### src/rtl/sample_msg_combiner_pkg.sv
// Shared types and message-format definitions for sample_msg_combiner.
// Provides MSG_WIDTH / MSG_LENGTH_WIDTH / MSG_HDR_BIT unless already defined by the shared message header.
`ifndef MSG_WIDTH
`define MSG_WIDTH 32
`endif
`ifndef MSG_LENGTH_WIDTH
`define MSG_LENGTH_WIDTH 16
`endif
`ifndef MSG_HDR_BIT
`define MSG_HDR_BIT (`MSG_WIDTH-1)
`endif

package sample_msg_combiner_pkg;

  localparam int unsigned MSG_W = `MSG_WIDTH;
  localparam int unsigned LEN_W = `MSG_LENGTH_WIDTH;

  typedef enum logic [1:0] {
    ST_IDLE,
    ST_SEND_HDR,
    ST_SEND_PAYLOAD
  } out_state_t;

  typedef enum logic {
    TRK_EXP_HDR,
    TRK_IN_PAYLOAD
  } trk_state_t;

  typedef logic [LEN_W-1:0] msg_len_t;

  function automatic msg_len_t hdr_len(input logic [MSG_W-1:0] w);
    return w[LEN_W-1:0];
  endfunction

endpackage

### src/rtl/sample_msg_combiner_buffer_fifo.sv
// buffer_fifo: synchronous FIFO, parameterised width and log2 depth, with full/empty/free-count.
// Read data is the current head word (first-word fall-through); a write on full succeeds only alongside a read.
module buffer_fifo #(
  parameter int unsigned WIDTH = 32,
  parameter int unsigned LOG   = 6
) (
  input  logic             clk,
  input  logic             reset,
  input  logic             wr_en,
  input  logic [WIDTH-1:0] wr_data,
  input  logic             rd_en,
  output logic [WIDTH-1:0] rd_data,
  output logic             full,
  output logic             empty,
  output logic [LOG:0]     free
);

  localparam logic [LOG:0] FULL_CNT = (LOG+1)'(1 << LOG);

  logic [WIDTH-1:0] mem_q [1 << LOG];
  logic [LOG-1:0]   wr_ptr_q, wr_ptr_d;
  logic [LOG-1:0]   rd_ptr_q, rd_ptr_d;
  logic [LOG:0]     count_q, count_d;
  logic             do_wr, do_rd;

  always_comb begin
    do_rd    = rd_en && (count_q != '0);
    do_wr    = wr_en && ((count_q != FULL_CNT) || do_rd);
    wr_ptr_d = wr_ptr_q;
    rd_ptr_d = rd_ptr_q;
    count_d  = count_q;
    if (do_wr) wr_ptr_d = wr_ptr_q + 1'b1;
    if (do_rd) rd_ptr_d = rd_ptr_q + 1'b1;
    if (do_wr && !do_rd)      count_d = count_q + 1'b1;
    else if (do_rd && !do_wr) count_d = count_q - 1'b1;
  end

  always_ff @(posedge clk) begin
    if (reset) begin
      wr_ptr_q <= '0;
      rd_ptr_q <= '0;
      count_q  <= '0;
    end else begin
      wr_ptr_q <= wr_ptr_d;
      rd_ptr_q <= rd_ptr_d;
      count_q  <= count_d;
    end
  end

  always_ff @(posedge clk) begin
    if (do_wr) mem_q[wr_ptr_q] <= wr_data;
  end

  assign rd_data = mem_q[rd_ptr_q];
  assign full    = (count_q == FULL_CNT);
  assign empty   = (count_q == '0);
  assign free    = FULL_CNT - count_q;

endmodule

### src/rtl/sample_msg_combiner.sv
// Merges a sample stream and a message stream into one tagged word stream (header flag in MSB).
// Optional macro SAMPLE_MSG_COMBINER_MSG_PRIORITY_EN: complete messages pre-empt queued samples.
module sample_msg_combiner
  import sample_msg_combiner_pkg::*;
#(
  parameter int unsigned WDTH           = 32,
  parameter int unsigned SAMPLE_BUF_LOG = 6,
  parameter int unsigned MSG_BUF_LOG    = 6
) (
  input  logic                  clk,
  input  logic                  reset,
  input  logic [WDTH-1:0]       in_samples,
  input  logic                  in_samples_nd,
  input  logic [`MSG_WIDTH-1:0] in_msg,
  input  logic                  in_msg_nd,
  output logic [WDTH-1:0]       out_data,
  output logic                  out_nd,
  output logic                  error
);

  logic [WDTH-1:0]        smp_wdata, smp_rdata;
  logic                   smp_rd, smp_full, smp_empty, smp_err;
  logic [SAMPLE_BUF_LOG:0] smp_free;

  logic [MSG_W-1:0]       msg_rdata;
  logic                   msg_wr, msg_rd, msg_full, msg_empty, msg_err, msg_done;
  logic [MSG_BUF_LOG:0]   msg_free;

  trk_state_t             trk_q, trk_d;
  msg_len_t               rem_q, rem_d;
  logic                   drop_q, drop_d;
  msg_len_t               in_len;
  logic                   fits;

  logic [MSG_BUF_LOG:0]   cnt_q, cnt_d;
  logic                   cnt_dec, msg_avail, msg_eligible;

  out_state_t             state_q, state_d;
  msg_len_t               pay_cnt_q, pay_cnt_d;
  logic [WDTH-1:0]        out_data_q, out_data_d;
  logic                   out_nd_q, out_nd_d;
  logic                   error_q, error_d;

  logic                   unused_sigs;
  assign unused_sigs = ^{smp_free, msg_full, msg_empty};

  always_comb begin
    smp_wdata         = in_samples;
    smp_wdata[WDTH-1] = 1'b0;
    smp_err           = in_samples_nd && (in_samples[WDTH-1] || (smp_full && !smp_rd));
  end

  buffer_fifo #(.WIDTH(WDTH), .LOG(SAMPLE_BUF_LOG)) u_sample_fifo (
    .clk     (clk),
    .reset   (reset),
    .wr_en   (in_samples_nd),
    .wr_data (smp_wdata),
    .rd_en   (smp_rd),
    .rd_data (smp_rdata),
    .full    (smp_full),
    .empty   (smp_empty),
    .free    (smp_free)
  );

  buffer_fifo #(.WIDTH(MSG_W), .LOG(MSG_BUF_LOG)) u_msg_fifo (
    .clk     (clk),
    .reset   (reset),
    .wr_en   (msg_wr),
    .wr_data (in_msg),
    .rd_en   (msg_rd),
    .rd_data (msg_rdata),
    .full    (msg_full),
    .empty   (msg_empty),
    .free    (msg_free)
  );

  // Space for the whole message is reserved at the header, so payload writes never overflow.
  always_comb begin
    trk_d    = trk_q;
    rem_d    = rem_q;
    drop_d   = drop_q;
    msg_wr   = 1'b0;
    msg_done = 1'b0;
    msg_err  = 1'b0;
    in_len   = hdr_len(in_msg);
    fits     = (32'(msg_free) >= (32'(in_len) + 32'd1));
    if (in_msg_nd) begin
      unique case (trk_q)
        TRK_EXP_HDR: begin
          if (!in_msg[`MSG_HDR_BIT]) begin
            msg_err = 1'b1;
          end else begin
            drop_d  = !fits;
            msg_err = !fits;
            msg_wr  = fits;
            if (in_len == '0) begin
              msg_done = fits;
            end else begin
              trk_d = TRK_IN_PAYLOAD;
              rem_d = in_len;
            end
          end
        end
        TRK_IN_PAYLOAD: begin
          msg_wr = !drop_q;
          rem_d  = rem_q - 1'b1;
          if (rem_q == msg_len_t'(1)) begin
            trk_d    = TRK_EXP_HDR;
            msg_done = !drop_q;
          end
        end
        default: trk_d = TRK_EXP_HDR;
      endcase
    end
  end

  // A message completing this cycle counts as available now, so its header leaves two cycles later.
  assign msg_avail = (cnt_q != '0) || msg_done;
`ifdef SAMPLE_MSG_COMBINER_MSG_PRIORITY_EN
  assign msg_eligible = msg_avail;
`else
  assign msg_eligible = msg_avail && smp_empty;
`endif

  always_comb begin
    cnt_d = cnt_q;
    if (msg_done && !cnt_dec)      cnt_d = cnt_q + 1'b1;
    else if (cnt_dec && !msg_done) cnt_d = cnt_q - 1'b1;
  end

  always_ff @(posedge clk) begin
    if (reset) state_q <= ST_IDLE;
    else       state_q <= state_d;
  end

  always_comb begin
    state_d = state_q;
    unique case (state_q)
      ST_IDLE:         if (msg_eligible) state_d = ST_SEND_HDR;
      ST_SEND_HDR:     state_d = (hdr_len(msg_rdata) == '0) ? ST_IDLE : ST_SEND_PAYLOAD;
      ST_SEND_PAYLOAD: if (pay_cnt_q == msg_len_t'(1)) state_d = ST_IDLE;
      default:         state_d = ST_IDLE;
    endcase
  end

  always_comb begin
    out_nd_d   = 1'b0;
    out_data_d = '0;
    smp_rd     = 1'b0;
    msg_rd     = 1'b0;
    cnt_dec    = 1'b0;
    pay_cnt_d  = pay_cnt_q;
    unique case (state_q)
      ST_IDLE: begin
        if (!msg_eligible && !smp_empty) begin
          smp_rd     = 1'b1;
          out_nd_d   = 1'b1;
          out_data_d = smp_rdata;
        end
      end
      ST_SEND_HDR: begin
        msg_rd     = 1'b1;
        out_nd_d   = 1'b1;
        out_data_d = WDTH'(msg_rdata);
        pay_cnt_d  = hdr_len(msg_rdata);
        cnt_dec    = 1'b1;
      end
      ST_SEND_PAYLOAD: begin
        msg_rd     = 1'b1;
        out_nd_d   = 1'b1;
        out_data_d = WDTH'(msg_rdata);
        pay_cnt_d  = pay_cnt_q - 1'b1;
      end
      default: ;
    endcase
  end

  assign error_d = smp_err || msg_err;

  always_ff @(posedge clk) begin
    if (reset) begin
      trk_q      <= TRK_EXP_HDR;
      rem_q      <= '0;
      drop_q     <= 1'b0;
      cnt_q      <= '0;
      pay_cnt_q  <= '0;
      out_data_q <= '0;
      out_nd_q   <= 1'b0;
      error_q    <= 1'b0;
    end else begin
      trk_q      <= trk_d;
      rem_q      <= rem_d;
      drop_q     <= drop_d;
      cnt_q      <= cnt_d;
      pay_cnt_q  <= pay_cnt_d;
      out_data_q <= out_data_d;
      out_nd_q   <= out_nd_d;
      error_q    <= error_d;
    end
  end

  assign out_data = out_data_q;
  assign out_nd   = out_nd_q;
  assign error    = error_q;

endmodule

### config.mk
export PLATFORM = sky130hd
export DESIGN_NAME = sample_msg_combiner
export DESIGN_NICKNAME = d
export VERILOG_FILES = /design/src/rtl/sample_msg_combiner_pkg.sv /design/src/rtl/sample_msg_combiner_buffer_fifo.sv /design/src/rtl/sample_msg_combiner.sv
export SDC_FILE = /design/constraint.sdc
export NUM_CORES = 2
export LEC_CHECK = 0
export ABC_CLOCK_PERIOD_IN_PS = 4700
export BUFFER_PORTS_ARGS = -buffer_cell sky130_fd_sc_hd__buf_4
export CORE_AREA = 2 2 507 509
export CTS_CLUSTER_SIZE = 30
export DETAILED_ROUTE_END_ITERATION = 8
export DIE_AREA = 0 0 509 511
export PLACE_DENSITY = 0.83
export SLEW_MARGIN = 20
export SYNTH_ARGS = -nofsm -noshare
export SYNTH_HDL_FRONTEND = slang
export SYNTH_SLANG_ARGS = --single-unit
### constraint.sdc
create_clock -name clk -period 4.7 [get_ports clk]
set_input_delay 0.235 -clock clk [delete_from_list [all_inputs] [get_ports clk]]
set_output_delay 0.235 -clock clk [all_outputs]
set_load 0.005 [all_outputs]
Word level (Yosys, flattened, before mapping)
Memories as Yosys holds them, arrays and structs flattened. A register that Yosys moved wholly into a read port is not among the register bits.
Index checks and enable logic that the tools add are counted.
{ "totals": {"out_inout_bits": 34, "ff_bits": 115, "n_memories": 2, "ramBits": 4032} }
{ "memory_table": {"columns": ["name", "depth", "word_bits", "read_ports", "rd_ports_with_merged_regs", "wr", "line_no", "rtl"], "rows": [
  ["u_msg_fifo.mem_q", 64, 32, 1, 1, 1, "sample_msg_combiner_buffer_fifo.sv:20", "logic [WIDTH-1:0] mem_q [1 << LOG];"],
  ["u_sample_fifo.mem_q", 64, 31, 1, 1, 1, "sample_msg_combiner_buffer_fifo.sv:20", null]
]} }
{ "classes": {"mux": 44, "addsub": 14, "n_eq_ne": 11, "n_reduce_logical": 45, "n_bitwise": 1, "magnitude_cmp": 1} }
{ "ops": {"columns": ["operator", "count"], "rows": [
  ["$pmux 16 s2", 2],
  ["$pmux 32 s2", 1],
  ["$mux 7", 6],
  ["$eq 16x1->1 const B", 2],
  ["$logic_not 16->1", 2],
  ["$mux 16", 2],
  ["$mux 32", 1],
  ["$sub 16x1->16 const B", 2],
  ["$add 6x1->6 const B", 4],
  ["$mux 6", 4],
  ["$add 7x1->7 const B", 3],
  ["$reduce_bool 7->1", 3],
  ["$sub 7x1->7 const B", 3],
  ["$mux 1", 20],
  ["$add 16x1->17 const B", 1],
  ["$ge 7x17->1", 1],
  ["$logic_and 1x1->1", 14],
  ["$ne 7x7->1 const B", 2],
  ["$logic_not 1->1", 11],
  ["$ne 2x2->1 const B", 4],
  ["$pmux 1 s2", 4],
  ["$reduce_bool 2->1", 4],
  ["$eq 7x7->1 const B", 1],
  ["$logic_not 7->1", 1],
  ["other kinds (11)", 18]
]} }

Logic depth before layout (Yosys ltp)
{ "logic_depth": {"depth_word": 19, "depth_mapped": 21, "depth_no_buf": 21} }

By module
A second synthesis with hierarchy kept.
{ "unflattened": {"hier_cells": 7438, "hier_area_um2": 162682.3} }
{ "modules_own_cells": {"columns": ["module", "area_each_um2", "cells_per_inst", "instances"], "rows": [
  ["buffer_fifo (u_sample_fifo)", 79087.1, 3442, 1],
  ["buffer_fifo (u_msg_fifo)", 79008.3, 3431, 1],
  ["sample_msg_combiner", 4586.9, 565, 1]
]} }

Least setup slack after synthesis
No wires, ideal clock.
{ "synth_path": {"path_type": "register to register", "start": "register u_msg_fifo.count_q[0]", "end": "memory u_msg_fifo.mem_q[31][0], enable pin", "path_stages_with_launch": 13, "path_slack_ps": 450, "period_less_slack_ps": 4250, "t_arrival_ps": 3829, "t_required_ps": 4279, "cell_sequence": "dfxtp_1 inv_1 ha_1 nand2_1 or3_1 xnor2_1 ha_1 nand3_1 o21ai_0 a31o_2 buf_2 nand4_1 nor2_1"} }
{ "synth_via": {"elab_chain_len": 8, "elab_cells_between_ends": 12, "cone_classes": "1 x add/sub; 1 x order compare; 1 x eq/ne; 5 x mux; 4 x reduce/logical"} }
{ "synth_lines": {"columns": ["element", "line_no", "rtl"], "rows": [
  ["from (decl)", "sample_msg_combiner_buffer_fifo.sv:23", "logic [LOG:0] count_q, count_d;"],
  ["from (signal assigned)", "sample_msg_combiner_buffer_fifo.sv:46", "count_q <= count_d;"],
  ["$sub 7x7->7", "sample_msg_combiner_buffer_fifo.sv:57", "assign free = FULL_CNT - count_q;"],
  ["$ge 7x17->1", "sample_msg_combiner.sv:86", "fits = (32'(msg_free) >= (32'(in_len) + 32'd1));"],
  ["$mux 1", "sample_msg_combiner.sv:90", "if (!in_msg[`MSG_HDR_BIT]) begin"],
  ["$pmux 1 s2", "sample_msg_combiner.sv:88", "unique case (trk_q)"],
  ["$mux 1", "sample_msg_combiner.sv:87", "if (in_msg_nd) begin"],
  ["$logic_and 1x1->1 *", "sample_msg_combiner_buffer_fifo.sv:28", "do_wr = wr_en && ((count_q != FULL_CNT) || do_rd);"],
  ["$mux 1 *", "sample_msg_combiner_buffer_fifo.sv:51", "if (do_wr) mem_q[wr_ptr_q] <= wr_data;"],
  ["$mux 1 (implied by the code) *", "sample_msg_combiner_buffer_fifo.sv:51", null],
  ["to (decl)", "sample_msg_combiner_buffer_fifo.sv:20", null]
]} }
Every way passes the cells marked *; elsewhere a longest branch is shown, timed or not.

Final worst setup path
{ "layout_path": {"start": "register u_msg_fifo.count_q[0]", "end": "register u_msg_fifo.count_q[6]"} }
{ "layout_via": {"elab_chain_len": 9, "elab_cells_between_ends": 19, "cone_classes": "3 x add/sub; 1 x order compare; 1 x eq/ne; 5 x mux; 9 x reduce/logical"} }
{ "layout_lines": {"columns": ["element", "line_no", "rtl"], "rows": [
  ["$sub 7x7->7", "sample_msg_combiner_buffer_fifo.sv:57", null],
  ["$ge 7x17->1", "sample_msg_combiner.sv:86", null],
  ["$mux 1", "sample_msg_combiner.sv:90", null],
  ["$pmux 1 s2", "sample_msg_combiner.sv:88", null],
  ["$mux 1", "sample_msg_combiner.sv:87", null],
  ["$logic_and 1x1->1 *", "sample_msg_combiner_buffer_fifo.sv:28", null],
  ["via u_msg_fifo.do_wr", "sample_msg_combiner_buffer_fifo.sv:24", "logic do_wr, do_rd;"],
  ["$logic_not 1->1", "sample_msg_combiner_buffer_fifo.sv:35", "else if (do_rd && !do_wr) count_d = count_q - 1'b1;"],
  ["$logic_and 1x1->1", "sample_msg_combiner_buffer_fifo.sv:35", null],
  ["$reduce_bool 2->1 (no line)", null, null]
]} }
The timed path passes the listed nets; every way through them passes the cells marked *. The select of a mux whose other input is x is not followed.
A chain may end at the register's enable or synchronous reset.

==> results.ini <==
[pwr]
ir_worst_vdd_mv=0.5380
powerDensity_nw_per_um2=493.3
p_leak_uw=0.05531

[floorplanning]
row_count=186
initial_core_util=0.6267
core_um2=255300
fp.dieArea_um2=260100
io_pins=102
die_w_um=509
die_h_um=511

[critical_path]
cp.arrival_ns=5.38
worstSetupEndpointType=flip-flop
rr_endpoint=u_msg_fifo.count_q[6]
critPathRequiredTime_ns=5.59
path_depth=20
setup.worst_path.start=u_msg_fifo.count_q[0]
cp_max_fo=7
crit_end=u_msg_fifo.count_q[6]
max_stage_delay_ns=0.44
r2r_cells=20
rrSetupSlack_ns=0.21
critical-path-top-delay-family=compound AO/OA/AOI/OAI gates
critPathLaunchType=flip-flop
crit_chain=inv_1, ha_1, nand2_1, or3_1, xnor2_1, ha_1, nand3_1, o21ai_1, a31oi_2, nor2_1, ha_1, inv_1, fa_1, a21o_1, a21oi_1, o21bai_1, a21oi_1, xnor2_1, or3_1, a21oi_1
rr_startpoint=u_msg_fifo.count_q[0]
cpMaxStageDelayCell=fa_1
path_buf_inv=2
path_class=reg -> reg

[cts]
clkLatencyLatePin_ns=1.01
cts_tree=yes
clock_sinks=4159
cts_buffers=407
htree_levels=5
clk_pin_slew_ns=0.07
root_buffer=clkbuf_16
cts_buffer_depth=4

[min_path]
worstHoldStart=in_msg[2]
hold_class=in -> reg

[final_layout]
layout_commonest_cell=edfxtp_1
mostFrequentLayoutCells=edfxtp_1, mux4_2, clkbuf_16, buf_4, nor2_4
fin_util=0.7109
area_growth_pct=13.43
drive_gt1_frac=0.3111
nNetsFinal=7539
final_area_um2=181500

[detailed_routing]
detail-route-antenna-nets=0
drc=0
finalWirelength_um=485600
drt_first_pass_iters=9
drt_iter0_drc=15600
vias_per_cell=7.702
num_vias=85830
avgRoutedWirePerCell_um=43.58

[synthesis]
synth.largest_area_cell=edfxtp_1
postSynthCellCount=6906
synthArstFlopShare=0
synth_cell_type_count=68
avgSynthCellArea_um2=23.17
syn_nets=7018
synth-seq-cells=4159
syn-cell-area_um2=160000
synth_area_leaders=edfxtp_1, mux4_2, dfxtp_1
yosysWarnings=0
ys_seq_area_frac=0.7726
synth_edf_count=4032
synth_top_cell_area_share=0.7567
synth_flop_cell=edfxtp_1

[sta]
min_period_ns=4.489
period_share=0.9552
timing.slew.headroom=0.1490
finClkSkew_ns=0.06689
tightest_slew_ns=1.272
final_hold_viol_count=0
whs_ns=0.02750
report.final.slew_viol_count=0
tns_ns=0
rsz0062_at_grt=false
max_freq_mhz=222.7
setup_viol=0

[grt]
grt_pass1_wl_um=675400
grt_pass1_vias=85690
grt.total_usage=0.3761
grt_antenna_before_repair=56
grt_overflow=0
grt_max_degree=91

[status]
outcome=complete, no violations

[placed_design]
hpwl_um=249400
dpl_cell_area_um2=167900
port_buffers=101
gp_congestion=0.8805

[flow_run]
cap_violations=0

## routing by layer
| layer | track usage | up-vias | wire length, µm |
|---|---|---|---|
| met5 | 0 | - | 268 |
| met4 | 0.2216 | 40 | 37630 |
| met2 | 0.6271 | 8875 | 245300 |
| met1 | 0.4428 | 44030 | 142800 |
| li1 | - | 30600 | - |
| met3 | 0.09773 | 2295 | 59650 |
## state kept, by name, indices dropped and copies added (netlist names), 6 cells and up, named ones only
signal	cells
u_msg_fifo.rd_ptr_q	6
u_sample_fifo.wr_ptr_q	6
rem_q	16
u_msg_fifo.mem_q	2048
pay_cnt_q	16
out_data	32
u_sample_fifo.mem_q	1984
u_sample_fifo.rd_ptr_q	6
u_sample_fifo.count_q	7
u_msg_fifo.wr_ptr_q	6
cnt_q	7
u_msg_fifo.count_q	7
## how the worst min path moves through the flow
stage | endpoint | cells after the start | slack [ns]
global route | u_msg_fifo.mem_q[39][2] | 2 | 0.02
floorplan | u_msg_fifo.mem_q[0][0] | 0 | 0.33
global placement | pay_cnt_q[7] | 2 | 0.46
CTS | u_msg_fifo.mem_q[9][11] | 2 | 0.009
finish | u_msg_fifo.mem_q[38][2] | 2 | 0.03
detailed placement | pay_cnt_q[7] | 2 | 0.48
## where the power goes
part / internal [µW] / switching [µW]
Clock: 18300 / 14400
Combinational: 7020 / 8280
Sequential: 41000 / 553
## repair_timing
| item | 4_1_cts | 5_1_grt |
|---|---|---|
| hold buffers | 65 | 0 |
| setup endpoints to repair | 0 | 6 |
| resized for setup | 0 | 4 |
| hold endpoints to repair | 3359 | 0 |
| setup buffers | 0 | 0 |
## area by class of cell
class / instances / area [µm²]
antenna: 24 / 60.06
timing repair buffer: 482 / 4994
multi-input combinational: 2347 / 35600
clock buffer: 510 / 10760
fill: 12960 / 73800
sequential: 4159 / 123700
inverter: 30 / 117.6
tap: 3384 / 4234
clock inverter: 208 / 2079
## worst reg2reg max path, cell delays in order, from the launching register on
cell      delay, ns
dfxtp_1        0.38
inv_1          0.11
ha_1           0.19
nand2_1        0.09
or3_1          0.37
xnor2_1        0.15
ha_1           0.31
nand3_1        0.08
o21ai_1        0.20
a31oi_2        0.16
nor2_1         0.19
ha_1           0.21
inv_1          0.15
fa_1           0.44
a21o_1         0.18
a21oi_1        0.28
o21bai_1       0.12
a21oi_1        0.18
xnor2_1        0.10
or3_1          0.32
a21oi_1        0.15
## cells in the mapped netlist, types with 28 or more instances
library cell	number
buf_2	81
mux2_2	31
inv_1	28
nand2_1	96
o22ai_1	31
o21ai_0	60
dfxtp_1	127
clkbuf_1	207
mux4_2	1221
mux2i_1	53
a21oi_1	66
edfxtp_1	4032
nor2_1	252
buf_1	52
nor3_1	36
a22oi_1	33
nand3_1	43
a211oi_1	32
ha_1	41
## cells by family (layout without fill, tap and decap cells)
kind of cell             after synthesis  in the layout  synth area share
adder cells (fa/ha/maj)               44             44          0.003581
other                                  0             24                 0
flip-flops                          4159           4159            0.7726
XOR/XNOR                              42             42          0.002299
AO/OA/AOI/OAI                        357            357           0.01530
multiplexers                        1305           1305            0.1774
buffers and inverters                400           1230           0.01110
AND/OR/NAND/NOR                      599            599           0.01777
## per-stage QoR
step	cells	worst slack [ns]	total power [µW]
CTS	11120	0.2549	89220
detailed placement	10340	0.3512	56540
finish	11140	0.2105	89530
global route	11130	0.02694	91180
global placement	10330	0.4123	55840
floorplan	6906	0.4495	51810
No activity file was read; power rests on OpenSTA's default activity.
